## src/rtl/mem_ctrl_pkg.sv

```systemverilog
// Shared types and constants for the memory access controller.
// Holds state/op encodings, counter width and default timeout.
package mem_ctrl_pkg;

  localparam int CNT_W       = 8;
  localparam int TIMEOUT_DEF = 16;

  typedef enum logic [2:0] {
    IDLE   = 3'd0,
    ADDR   = 3'd1,
    MEM_RD = 3'd2,
    MEM_WR = 3'd3,
    DONE   = 3'd4,
    ERR    = 3'd5
  } state_t;

  typedef enum logic {
    OP_RD = 1'b0,
    OP_WR = 1'b1
  } op_t;

endpackage

```

## src/rtl/mem_timeout_cnt.sv

```systemverilog
// Wait-cycle counter for the memory access timeout.
// Ports: clk, i_clr (sync reset), i_clear, i_en, o_tc (terminal count).
module mem_timeout_cnt
  import mem_ctrl_pkg::*;
#(
  parameter int TC = TIMEOUT_DEF
) (
  input  logic clk,
  input  logic i_clr,
  input  logic i_clear,
  input  logic i_en,
  output logic o_tc
);

  logic [CNT_W-1:0] r_cnt;

  always_ff @(posedge clk) begin
    if (i_clr || i_clear) begin
      r_cnt <= '0;
    end else if (i_en) begin
      r_cnt <= r_cnt + 1'b1;
    end
  end

  // High during the TC-th consecutive wait cycle.
  assign o_tc = (r_cnt == CNT_W'(TC - 1));

endmodule

```

## src/rtl/mem_access_ctrl.sv

```systemverilog
// Memory access controller: sequences MAR/MDR loads and memory strobes.
// Ports: clk, clr (sync high), req_rd/req_wr, mem_ready in;
// mar_en, mdr_en, mdr_read, mem_rd, mem_wr, busy, done, err out.
// Optional timeout abort enabled by macro MEM_TIMEOUT_EN.
module mem_access_ctrl
  import mem_ctrl_pkg::*;
#(
  parameter int TIMEOUT_CYCLES = TIMEOUT_DEF
) (
  input  logic clk,
  input  logic clr,
  input  logic req_rd,
  input  logic req_wr,
  input  logic mem_ready,
  output logic mar_en,
  output logic mdr_en,
  output logic mdr_read,
  output logic mem_rd,
  output logic mem_wr,
  output logic busy,
  output logic done,
  output logic err
);

  state_t r_state;
  state_t w_next;
  op_t    r_op;
  op_t    w_op_next;

`ifdef MEM_TIMEOUT_EN
  logic w_tc;
  logic w_wait;

  assign w_wait = ((r_state == MEM_RD) ||
                   (r_state == MEM_WR)) && !mem_ready;

  mem_timeout_cnt #(
    .TC(TIMEOUT_CYCLES)
  ) u_cnt (
    .clk    (clk),
    .i_clr  (clr),
    .i_clear(r_state == ADDR),
    .i_en   (w_wait),
    .o_tc   (w_tc)
  );
`endif

  always_ff @(posedge clk) begin
    if (clr) begin
      r_state <= IDLE;
      r_op    <= OP_RD;
    end else begin
      r_state <= w_next;
      r_op    <= w_op_next;
    end
  end

  always_comb begin
    w_next    = r_state;
    w_op_next = r_op;
    mar_en    = 1'b0;
    mdr_en    = 1'b0;
    mdr_read  = 1'b0;
    mem_rd    = 1'b0;
    mem_wr    = 1'b0;
    busy      = 1'b0;
    done      = 1'b0;
    err       = 1'b0;
    unique case (r_state)
      IDLE: begin
        if (req_rd) begin
          w_next    = ADDR;
          w_op_next = OP_RD;
        end else if (req_wr) begin
          w_next    = ADDR;
          w_op_next = OP_WR;
        end
      end
      ADDR: begin
        mar_en = 1'b1;
        busy   = 1'b1;
        if (r_op == OP_WR) begin
          mdr_en = 1'b1;
          w_next = MEM_WR;
        end else begin
          w_next = MEM_RD;
        end
      end
      MEM_RD: begin
        mem_rd   = 1'b1;
        mdr_read = 1'b1;
        busy     = 1'b1;
        mdr_en   = mem_ready;
        if (mem_ready) begin
          w_next = DONE;
`ifdef MEM_TIMEOUT_EN
        end else if (w_tc) begin
          w_next = ERR;
`endif
        end
      end
      MEM_WR: begin
        mem_wr = 1'b1;
        busy   = 1'b1;
        if (mem_ready) begin
          w_next = DONE;
`ifdef MEM_TIMEOUT_EN
        end else if (w_tc) begin
          w_next = ERR;
`endif
        end
      end
      DONE: begin
        done   = 1'b1;
        w_next = IDLE;
      end
      ERR: begin
`ifdef MEM_TIMEOUT_EN
        done = 1'b1;
        err  = 1'b1;
`endif
        w_next = IDLE;
      end
      default: w_next = IDLE;
    endcase
    // A reset edge must not load MAR/MDR.
    if (clr) begin
      mar_en = 1'b0;
      mdr_en = 1'b0;
    end
  end

endmodule
```

## config.mk

```make
export PLATFORM = sky130hd
export DESIGN_NAME = mem_access_ctrl
export DESIGN_NICKNAME = d
export VERILOG_FILES = /design/src/rtl/mem_ctrl_pkg.sv /design/src/rtl/mem_timeout_cnt.sv /design/src/rtl/mem_access_ctrl.sv
export SDC_FILE = /design/constraint.sdc
export NUM_CORES = 1
export LEC_CHECK = 0
export CAP_MARGIN = 40
export CORE_AREA = 3 3 40 42
export CTS_CLUSTER_SIZE = 30
export DETAILED_ROUTE_END_ITERATION = 7
export DIE_AREA = 0 0 43 45
export HOLD_SLACK_MARGIN = 0.08
export PLACE_DENSITY_LB_ADDON = 0.05
export SLEW_MARGIN = 20
export SYNTH_ARGS = -nofsm -noshare
export SYNTH_HDL_FRONTEND = slang
export SYNTH_HIERARCHICAL = 1
export SYNTH_SLANG_ARGS = --single-unit
```

## constraint.sdc

```tcl
create_clock -name clk -period 1.4 [get_ports clk]
set_input_delay 0.28 -clock clk [delete_from_list [all_inputs] [get_ports clk]]
set_output_delay 0.28 -clock clk [all_outputs]
set_load 0.02 [all_outputs]
```

==> impl_results.md <==
* Status: finished, violations left
* Failing checks: negative setup slack
* Post-synthesis sequential area ratio at 32.65%
* Main synth FF type: dfxtp_1
* Gpl congestion at 0.7655
* Post-synth top area share at 32.65%
* Worst vdd ir at 0.0004299 V
* DP Wirelength at 566.4 um
* Ys Warns at 6
* Adder-Cell Fraction of Synth Area at 0%
* CTS tree: done
* Post-synth top area cell: dfxtp_1
* Tmin final at 1.445 ns
* H-tree depth at 1
* CTS Hold Bufs at 0
* Crit path kind: reg2out
* DR vias/cell at 4.288
* Final layout net count at 65
* Die W at 43 um
* # Max-Cap Violations at 0
* Slew Viols, Final at 0
* DIE AREA at 1935 um^2
* Worst-path clk slew at 0.04 ns
* Clock skew at 0.0002956 ns
* Drt wl/cell at 10.47 um
* DR pass1 iterations at 4
* Worst Path Max Fanout at 4
* Startpoint types: register
* Root buf cell: clkbuf_4
* Initial antenna violation count at 0
* Post-synthesis xor/xnor area fraction at 0%
* Hold Crit Class: reg2reg
* Largest family of logic cells by synthesized area: simple AND/OR/NAND/NOR gates
* Clock power frac at 24.0%
* Diode count at 0
* RSZ-0062 raised after global routing: yes
* Crit path required time at 1.12 ns
* Leakage at 0.2326 nW
* Hold Violations, Final at 0
* EDFF count, synth at 0
* Flop pwr share at 27.1%
* Total GRT Usage at 9.544%
* Post-route ant nets at 0
* Top post-synthesis cells by count: nor2_1 (6), dfxtp_1 (4), nand2_1 (3)
* Syn_area_per_cell at 7.664 um^2
* P&R area growth vs syn at 98.47%
* Mapped cell area at 245.2 um^2
* CTS Sinks at 4
* TritonCTS Buffers at 3
* Post-route clock period utilization at 103.2%
* Buffers & Inverters on Critical Path at 1
* Max clock buf depth at 2
* Share of cells above drive strength 1 at 60.34%
* Core area at 1285 um^2
* Vias in the first global route at 318
* Crit path capture type: output port
* Final worst setup slack at -0.04467 ns
* Final setup vio count at 2
* Vias post-DR at 313
* Detailed router's first-iteration violation count at 1
* Clock Latency Late Sink at 0.23 ns
* Combinational share of power at 48.8%
* Internal power at 0.3920 mW
* Max stage delay on crit path at 0.33 ns
* Largest net degree at the start of global routing at 8
* Synth top area cells: dfxtp_1 (33%), nor2_1 (9.2%), nor3_2 (8.2%), buf_4 (6.1%), nand2b_1 (5.1%)
* Peak Freq at 0.6922 GHz
* Worst path slowest cell: dfxtp_2
* I/O pin count at 13
* First-pass GRT wire length at 1311 um
* P per Cell Area at 1218 nW/um^2
* Sw Share at 33.89%
* Fin cells at 73
* WP data arrival at 1.16 ns
* Synth async-reset ratio at 0%
* Mux cell area share after synthesis at 0%
* Syn nets at 37
* IO Port Bufs at 11
* Vert. Die Dim at 45 um
* WL final at 764 um
* Post-Synth Simple-Gate Area at 36.73%
* Post-Place Worst Slack at -0.6182 ns
* Placed cell count at 66
* Compound-Gate Fraction of Synth Area at 16.84%
* CP cell instances: nand2b_4 -> o22a_1 -> nor3_2 -> buf_4
* Top delay family on crit path: flip-flops
* Count leader, synth: nor2_1
* Switching power at 0.2010 mW
* Row cnt at 13
* Gate Count Post-Synth at 32
* Gr ovfl total at 0
* DRC viols at 0
* Initial core utilization at 19.08%
* Post-synthesis cell type count at 17
* FF+latch count, synth at 4
[repair_timing]
item | CTS | global route
gates resized for setup | 40 | 4
pin swaps | 3 | 1
hold endpoints to repair | 0 | 0
endpoints found under the setup margin | 7 | 6
buffers inserted | 4 | 0
[final cells by class]
cell class	count	area, um^2
clock buffer	3	22.52
tap	15	18.77
inverter	1	3.754
timing repair buffer	26	200.2
sequential	4	86.33
fill	140	798.3
multi-input combinational	24	155.1
[worst register-to-register path, delay by kind of cell (launching register included)]
kind	cells	cell delay, ns
buffers and inverters	5	0.62
flip-flops	1	0.35
AO/OA/AOI/OAI	2	0.16
AND/OR/NAND/NOR	1	0.07
[power groups by stage]
stage | logic [mW] | clock network [mW] | registers (mW)
2_1_floorplan | 0.122 | 0 | 0.153
3_3_place_gp | 0.267 | 0 | 0.152
3_5_place_dp | 0.270 | 0 | 0.152
4_1_cts | 0.284 | 0.152 | 0.160
5_1_grt | 0.314 | 0.153 | 0.165
6_report | 0.290 | 0.142 | 0.161
[layer usage]
metal	up-vias	global-route usage, %	wire [um]
li1	157	-	-
met1	139	10.26	314
met2	15	15.27	357
met3	2	2.390	84
met4	0	9.036	8
met5	-	0	0
[registers in the layout, summed over array words and instances, names as in the netlist]
name     count
r_state      3
r_op         1
[path summary, 6_finish.rpt]
| kind | depth (start not counted) | start | slack (ns) | endpoint |
|---|---|---|---|---|
| max reg2reg | 8 | r_state[1] | 0.09 | r_state[0] |
| min | 1 | r_state[2] | 0.54 | r_state[2] |
| max | 4 | r_state[1] | -0.04 | mdr_en |
| min reg2reg | 1 | r_state[2] | 0.54 | r_state[2] |
[logic make-up after synthesis]
logic type,Yosys count
buffers and inverters,4
AOI/OAI and AO/OA,6
and+or+nand+nor,17
DFF,4
other,1
[cell usage in the layout (no fill, tap or decap), types with 2 or more instances in the layout]
master / instances
a21oi_1: 2
buf_2: 3
buf_4: 18
clkbuf_4: 3
clkdlybuf4s50_1: 3
dfxtp_2: 2
nand2_1: 3
nor2_1: 4
nor3_1: 2
nor3_2: 2
[stage by stage]
step	utilization [%]	hold WS, ns	setup TNS (ns)	power [mW]	cell area [um^2]
CTS	37.59	0.5099	-0.2001	0.5960	483.0
floorplan	-	0.3528	0	0.2748	245.2
global placement	33.50	0.5931	-1.959	0.4191	430.4
global route	37.88	0.5725	-0.2300	0.6316	486.7
finish	37.88	0.5375	-0.05772	0.5930	486.7
detailed placement	33.50	0.6049	-2.022	0.4220	430.4
Power figures use the tool's default switching activity.
